===== config.mk =====
export PLATFORM = sky130hd
export DESIGN_NAME = fminmax_pipe
export DESIGN_NICKNAME = d
export VERILOG_FILES = /design/src/rtl/fminmax_pipe.sv
export SDC_FILE = /design/constraint.sdc
export NUM_CORES = 1
export LEC_CHECK = 0
export BUFFER_PORTS_ARGS = -buffer_cell sky130_fd_sc_hd__buf_2
export CAP_MARGIN = 20
export CORE_ASPECT_RATIO = 0.75
export CORE_UTILIZATION = 55
export CTS_BUF_LIST = sky130_fd_sc_hd__clkbuf_4 sky130_fd_sc_hd__clkbuf_8
export DETAILED_ROUTE_END_ITERATION = 12
export GPL_ROUTABILITY_DRIVEN = 0
export PLACE_DENSITY = 0.76
export SLEW_MARGIN = 10
export SYNTH_ARGS = -nofsm -noshare
export SYNTH_HDL_FRONTEND = slang
export SYNTH_SLANG_ARGS = --single-unit

===== constraint.sdc =====
create_clock -name clk -period 1.9 [get_ports clk]
set_input_delay 0.095 -clock clk [delete_from_list [all_inputs] [get_ports clk]]
set_output_delay 0.095 -clock clk [all_outputs]
set_load 0.02 [all_outputs]

===== src/rtl/fminmax_pipe.sv =====
// Two-stage IEEE-754 minimum/maximum unit with NaN handling and a global-stall valid/ready pipe.
// Stage 1 classifies and compares the operands; stage 2 selects the result and registers the flag.
module fminmax_pipe #(
  parameter int unsigned EXP_W = 8,
  parameter int unsigned MAN_W = 23,
  localparam int unsigned W = 1 + EXP_W + MAN_W
) (
  input  logic         clk,
  input  logic         rst,
  input  logic         in_valid,
  output logic         in_ready,
  input  logic [W-1:0] read_data1,
  input  logic [W-1:0] read_data2,
  input  logic         op_max,
  output logic         out_valid,
  input  logic         out_ready,
  output logic [W-1:0] result_out,
  output logic         nv_flag
);

  logic [EXP_W-1:0] w_a_exp, w_b_exp;
  logic [MAN_W-1:0] w_a_man, w_b_man;
  logic             w_a_sign, w_b_sign;
  logic             w_a_nan, w_b_nan, w_a_snan, w_b_snan;
  logic             w_mag_lt, w_mag_eq, w_a_lt_b, w_eq;
  logic             w_advance;
  logic [W-1:0]     w_canon_nan;
  logic [W-1:0]     w_sel;

  logic             r_s1_valid;
  logic [W-1:0]     r_s1_a, r_s1_b;
  logic             r_s1_op_max;
  logic             r_s1_a_nan, r_s1_b_nan;
  logic             r_s1_nv;
  logic             r_s1_a_lt_b;
  logic             r_s1_eq;

  logic             r_out_valid;
  logic [W-1:0]     r_result;
  logic             r_nv;

  assign w_a_sign = read_data1[W-1];
  assign w_b_sign = read_data2[W-1];
  assign w_a_exp  = read_data1[W-2 -: EXP_W];
  assign w_b_exp  = read_data2[W-2 -: EXP_W];
  assign w_a_man  = read_data1[MAN_W-1:0];
  assign w_b_man  = read_data2[MAN_W-1:0];

  assign w_a_nan  = (&w_a_exp) && (|w_a_man);
  assign w_b_nan  = (&w_b_exp) && (|w_b_man);
  assign w_a_snan = w_a_nan && !w_a_man[MAN_W-1];
  assign w_b_snan = w_b_nan && !w_b_man[MAN_W-1];

  // Total order on sign-magnitude: negatives reverse the magnitude order, -0 < +0 via sign.
  assign w_mag_lt = read_data1[W-2:0] < read_data2[W-2:0];
  assign w_mag_eq = read_data1[W-2:0] == read_data2[W-2:0];
  assign w_eq     = read_data1 == read_data2;

  always_comb begin
    w_a_lt_b = 1'b0;
    if (w_a_sign != w_b_sign) begin
      w_a_lt_b = w_a_sign;
    end else if (w_a_sign) begin
      w_a_lt_b = !w_mag_lt && !w_mag_eq;
    end else begin
      w_a_lt_b = w_mag_lt;
    end
  end

  assign w_advance = !r_out_valid || out_ready;
  assign in_ready  = w_advance && !rst;

  always_comb begin
    w_canon_nan              = '0;
    w_canon_nan[W-2 -: EXP_W] = '1;
    w_canon_nan[MAN_W-1]     = 1'b1;
  end

  // Ties (bit-identical operands) fall through to operand A in both directions.
  always_comb begin
    w_sel = r_s1_a;
    if (r_s1_a_nan && r_s1_b_nan) begin
      w_sel = w_canon_nan;
    end else if (r_s1_a_nan) begin
      w_sel = r_s1_b;
    end else if (r_s1_b_nan) begin
      w_sel = r_s1_a;
    end else if (r_s1_op_max) begin
      w_sel = r_s1_a_lt_b ? r_s1_b : r_s1_a;
    end else begin
      w_sel = (!r_s1_a_lt_b && !r_s1_eq) ? r_s1_b : r_s1_a;
    end
  end

  always_ff @(posedge clk) begin
    if (rst) begin
      r_s1_valid  <= 1'b0;
      r_s1_a      <= '0;
      r_s1_b      <= '0;
      r_s1_op_max <= 1'b0;
      r_s1_a_nan  <= 1'b0;
      r_s1_b_nan  <= 1'b0;
      r_s1_nv     <= 1'b0;
      r_s1_a_lt_b <= 1'b0;
      r_s1_eq     <= 1'b0;
      r_out_valid <= 1'b0;
      r_result    <= '0;
      r_nv        <= 1'b0;
    end else if (w_advance) begin
      r_s1_valid <= in_valid;
      if (in_valid) begin
        r_s1_a      <= read_data1;
        r_s1_b      <= read_data2;
        r_s1_op_max <= op_max;
        r_s1_a_nan  <= w_a_nan;
        r_s1_b_nan  <= w_b_nan;
        r_s1_nv     <= w_a_snan || w_b_snan;
        r_s1_a_lt_b <= w_a_lt_b;
        r_s1_eq     <= w_eq;
      end
      r_out_valid <= r_s1_valid;
      if (r_s1_valid) begin
        r_result <= w_sel;
        r_nv     <= r_s1_nv;
      end
    end
  end

  assign out_valid  = r_out_valid;
  assign result_out = r_result;
  assign nv_flag    = r_nv;

endmodule

==> metrics, run 1 <==
required time of the critical path 2.14 ns; Via-to-Cell Ratio 5.73; Max Buffers Root-to-Sink 2; dpl cell area 0.00567 mm^2; run status finished with violations; register cell area after layout 0.00210 mm^2; post-DR wirelength/cell 16.4 um; core footprint 0.00860 mm^2; row count 29; Cells after Synth 601; clk sinks between 100 and 150; number of synthesized flops with an enable pin 0; max cap viols 0; Clk Latency, worst-skew pair approximately 0.37 ns; asr flop ratio synth 0; DIE AREA 0.00944 mm^2; final core utilization 0.738; drt pass-1 iters 9; multi-input logic area 0.00264 mm^2; Total GRT Usage 0.307; TritonCTS Buffers 9; Detail Route Antenna Nets 0; fin crit share 0.972; # diodes 0; final-report hold violation count 0; Final Hold Slack 0.00554 ns; # port buffers 103; drc violations 6; area growth from synthesis to layout 27.5%; Crit. End Element flop; FF+latch count, synth between 100 and 150; via count 4890; Seq/Total Area, Yosys 0.422; width of the die 112 um; Syn Nets 701; Worst setup SP type flop; Pleak 2.86 nW; Die Ht roughly 84 um; failing checks DRC; placed wire-length estimate 9580 um; Avg Cell Area, Syn 8.28 um^2; fmax 542 MHz; CTS root buf clkbuf_8; Worst EP arrival 2.09 ns; YS warnings 0; htree depth 3; Setup Skew 0.00815 ns; initial core utilization 0.579; Worst slew margin 0.531; Worst VDD drop 0.000591 V; crit path max fanout 13; Slew Viols, Final 0; Crit Path Class reg -> reg; Hold Path Class in -> reg; Synth Flop Type dfxtp_1; initial antenna violation count 0; IO Pins approximately 100; post-synth cell types 38; share of layout cells above drive strength 1 0.232; total gr overflow 0; CTS tree yes; Worst-Margin Slew 0.703 ns; Non-Filler Cell Area, Final ~0.0063 mm^2; DR iter-0 viols roughly 300; clk slew on worst S/H paths 0.10 ns; min Tclk post-route 1.85 ns; first-pass GRT wire length between 20000 and 25000 um; Post-Route WL ~14000 um; Layout fillers 650; pin count of the biggest net entering global routing 68; Pwr Density between 700 and 800 mW/mm^2; final setup fails 0; synthesized cell area 0.00498 mm^2; vias in the first global route 4802; Nets 840
[cell usage in the layout, fill, tap and decap left out, types with 2 or more instances in the layout]
master         Yosys  final
dfxtp_1          105    105
o21ai_0            4      4
clkbuf_8           0     11
buf_2              3    102
nand3_1            6      6
nor4_1            11     11
and2_1             4      3
mux2_2             2      2
a21o_1             4      4
a21oi_2            1      2
a21oi_1           83     82
nand4_1           14     14
ha_1              31     31
o31ai_1            2      2
mux2i_1            9      9
nand2_1          142    141
inv_1             31     31
a22oi_2            0      4
nor2_1            41     41
a22oi_1           23     19
buf_12             0      4
buf_4              0     16
nand3b_1           2      2
mux2_4            21     21
a211oi_1           9      8
nor3_1             6      6
o21a_1             2      2
dlygate4sd3_1      0     41
[metal layers]
| layer | vias to the layer above | global-route usage | part of all wire |
|---|---|---|---|
| met3 | 44 | 0.0606 | 0.067 |
| met1 | 2311 | 0.398 | 0.44 |
| li1 | 2342 | - | - |
| met4 | 0 | 0.122 | 0.028 |
| met2 | 193 | 0.505 | 0.47 |
| met5 | - | 0 | 0 |
[cell usage after synthesis (2+ instances only)]
cell        n  area, um^2
a211oi_1    9        67.6
a21o_1      4        30.0
a21oi_1    83         415
a22oi_1    23         173
and2_1      4        25.0
buf_2       3        15.0
buf_6       3        33.8
clkbuf_1   29         109
dfxtp_1   105        2100
ha_1       31         388
inv_1      31         116
mux2_2      2        22.5
mux2_4     21         315
mux2i_1     9        90.1
nand2_1   142         533
nand3_1     6        30.0
nand3b_1    2        15.0
nand4_1    14        87.6
nor2_1     41         154
nor3_1      6        30.0
nor4_1     11        68.8
o21a_1      2        15.0
o21ai_0     4        20.0
o31ai_1     2        15.0
[cell type report]
class,instances,share of cell area
Multi-Input combinational cell,429,0.415
Sequential cell,105,0.331
Timing Repair Buffer,164,0.181
Clock buffer,12,0.0250
Tap cell,108,0.0213
Inverter,31,0.0183
Clock inverter,4,0.00808
[per-stage QoR]
stage | instances | setup slack [ns] | total power, mW | TNS [ns]
2_1_floorplan | 601 | 0.274 | 2.98 | 0
3_3_place_gp | 792 | -0.298 | 3.26 | -6.57
3_5_place_dp | 793 | -0.105 | 3.31 | -1.03
4_1_cts | 852 | 0.107 | 4.80 | 0
5_1_grt | 853 | -0.00407 | 5.04 | -0.00407
6_report | 853 | 0.0535 | 4.82 | 0
[kinds of logic after synthesis]
group                      share of synthesized area
AOI/OAI and AO/OA                              0.162
xor gates and xnor gates                     0.00176
and+or+nand+nor                                0.195
buffers and inverters                         0.0558
muxes                                         0.0860
DFF                                            0.422
adders and majority gates                     0.0779
[report_power, final]
group	total [mW]	internal, mW	switching [mW]
registers	2.38	2.32	0.0630
logic	0.999	0.459	0.540
clock network	1.44	0.697	0.745
[sequential cells by signal (all words and copies together) (netlist names)]
signal	cells
r_s1_a_nan	1
r_s1_op_max	1
result_out	32
r_s1_valid	1
r_s1_nv	1
r_s1_eq	1
r_s1_b_nan	1
r_s1_a	32
out_valid	1
nv_flag	1
r_s1_a_lt_b	1
r_s1_b	32
[timing repair]
| item | CTS | global route |
|---|---|---|
| gates cloned | 0 | 0 |
| hold buffers | 40 | 1 |
| hold endpoints to repair | 40 | 1 |
| resized for setup | 0 | 6 |
| pin swaps | 1 | 0 |
| endpoints found under the setup margin | 13 | 6 |
| setup buffers | 3 | 0 |
[worst max-delay path, cell delays in order (launching register included)]
cell and delay (ns):
dfxtp_1 0.32, or3_1 0.40, a21oi_2 0.21, nor2_4 0.09
buf_16 0.17, mux2_4 0.30, a22oi_1 0.17, nor2_1 0.06
[worst paths after layout]
| check | start | endpoint | slack, ns | cells past startpoint |
|---|---|---|---|---|
| worst max-delay path | r_s1_eq$_SDFFE_PP0P_ | result_out[20]$_SDFFE_PP0P_ | 0.05 | 7 |
| worst min-delay path | read_data2[0] | r_s1_b[0]$_SDFFE_PP0P_ | 0.006 | 3 |
| worst max register to register | r_s1_eq$_SDFFE_PP0P_ | result_out[20]$_SDFFE_PP0P_ | 0.05 | 7 |
| worst min register to register | r_s1_a[2]$_SDFFE_PP0P_ | r_s1_a[2]$_SDFFE_PP0P_ | 0.46 | 2 |
Note: power is estimated with default switching activity, not from simulation.
==> inputs of run 2 (changes only) <==
- CTS_BUF_LIST: sky130_fd_sc_hd__clkbuf_4 sky130_fd_sc_hd__clkbuf_8 -> sky130_fd_sc_hd__clkbuf_8
==> run 2 against run 1 <==
The flow still finishes with violations (DRC); final cell count unchanged; worst setup slack worse by 0.0033 ns; via count about the same; fmax is 0.18% lower; die area is the same; sequential share of layout area hardly changed; sequential power barely moved; flip-flop and latch count did not move; clock power about the same; wire length hardly changed; power decreased by 0.45%.
==> metrics, run 2 (synthesis gave the netlist of run 1 again) <==
Detail Route Antenna Nets 0; pin count of the biggest net entering global routing 68; final core utilization 0.738; fmax 541 MHz; Setup Skew 0.00820 ns; area growth from synthesis to layout 27.5%; Clk Latency, worst-skew pair 0.37 ns; Total GRT Usage 0.307; vias in the first global route 4802; Max Buffers Root-to-Sink 2; share of layout cells above drive strength 1 0.231; Crit Path Class reg -> reg; most frequent cells in the layout nand2_1 (141), dfxtp_1 (105), buf_2 (102); Pleak 2.86 nW; width of the die 112 um; TritonCTS Buffers 9; clk sinks 105; drt pass-1 iters 9; fin crit share 0.974; Die Ht 84.4 um; initial core utilization 0.579; core footprint 0.00860 mm^2; Max Used Layer met4; drc violations 6; pre-CTS WS -0.105 ns; final-report hold violation count 0; Worst slew margin 0.531; Via-to-Cell Ratio 5.73; commonest non-fill, non-tap cell in the layout nand2_1; CTS tree yes; Nets 840; Slew Viols, Final 0; Pwr Density 756 mW/mm^2; final setup fails 0; max cap viols 0; min Tclk post-route 1.85 ns; run status finished with violations; CTS root buf clkbuf_8; placed wire-length estimate around 9600 um; Worst setup SP type flop; Hold Path Class in -> reg; # port buffers 103; failing checks DRC; total gr overflow 0; row count 29; worst setup margin 0.0502 ns; Post-Route WL between 10000 and 15000 um; Worst EP arrival 2.09 ns; crit path max fanout 13; Final Hold Slack 0.00424 ns; metal2 WL between 6000 and 7000 um; DIE AREA between 0.009 and 0.01 mm^2; # diodes 0; via count 4889; post-DR wirelength/cell 16.4 um; Worst-Margin Slew 0.703 ns; flop2flop setup slack 0.05 ns; Worst VDD drop between 0.0005 and 0.0006 V; initial antenna violation count 0; htree depth 3; met1 wire length 6110 um; met3 wire len approximately 940 um; clk slew on worst S/H paths 0.10 ns; required time of the critical path 2.14 ns; first-pass GRT wire length 23000 um; DR iter-0 viols 292; Crit. End Element flop; IO Pins 104; total negative slack 0 ns; Power Total 4.80 mW
==> run 2: cell types whose count changed in the layout (fill, tap and decap cells not counted), sizes merged <==
cell    delta
inv        +1
clkbuf     -1
==> run 2: critical path: stages, from the launching register on <==
cell and delay (ns):
dfxtp_1 0.32, or3_1 0.41, a21oi_2 0.21, nor2_4 0.09, buf_16 0.17, mux2_4 0.30, a22oi_1 0.17, nor2_1 0.06
==> run 2: path summary, 6_finish.rpt <==
path / cells past startpoint / to / startpoint
setup reg to reg: 7 / result_out[20]$_SDFFE_PP0P_ / r_s1_eq$_SDFFE_PP0P_
hold / removal: 3 / r_s1_b[0]$_SDFFE_PP0P_ / read_data2[0]
hold reg to reg: 2 / r_s1_a[2]$_SDFFE_PP0P_ / r_s1_a[2]$_SDFFE_PP0P_
setup / recovery: 7 / result_out[20]$_SDFFE_PP0P_ / r_s1_eq$_SDFFE_PP0P_
==> run 2: through the flow <==
step | instances | area [um^2]
finish | 853 | 6340
global route | 853 | 6340
CTS | 852 | 6310
detailed placement | 793 | 5670
global placement | 792 | 5640
floorplan | 601 | 4980
==> run 2: timing repair <==
item,4_1_cts,5_1_grt
setup buffers,3,0
resized for setup,0,6
endpoints found under the setup margin,13,6
hold buffers,40,1
endpoints found under the hold margin,40,1
pin swaps,1,0
==> run 2: layout make-up <==
type                            instances  area (um^2)
Clock buffer                           11          151
Clock inverter                          5         55.1
Fill cell                             652         2260
Inverter                               31          116
Multi-Input combinational cell        429         2640
Sequential cell                       105         2100
Tap cell                              108          135
Timing Repair Buffer                  164         1150
==> run 2: power breakdown <==
| group | leakage (nW) | internal [mW] | switching, mW |
|---|---|---|---|
| Combinational | 1.89 | 0.459 | 0.540 |
| Clock | 0.107 | 0.677 | 0.743 |
| Sequential | 0.861 | 2.32 | 0.0631 |
==> run 2: layer usage <==
metal | GRT usage | vias up
met2 | 0.505 | 191
li1 | - | 2342
met1 | 0.398 | 2312
met3 | 0.0606 | 44
met4 | 0.122 | 0
met5 | 0 | -
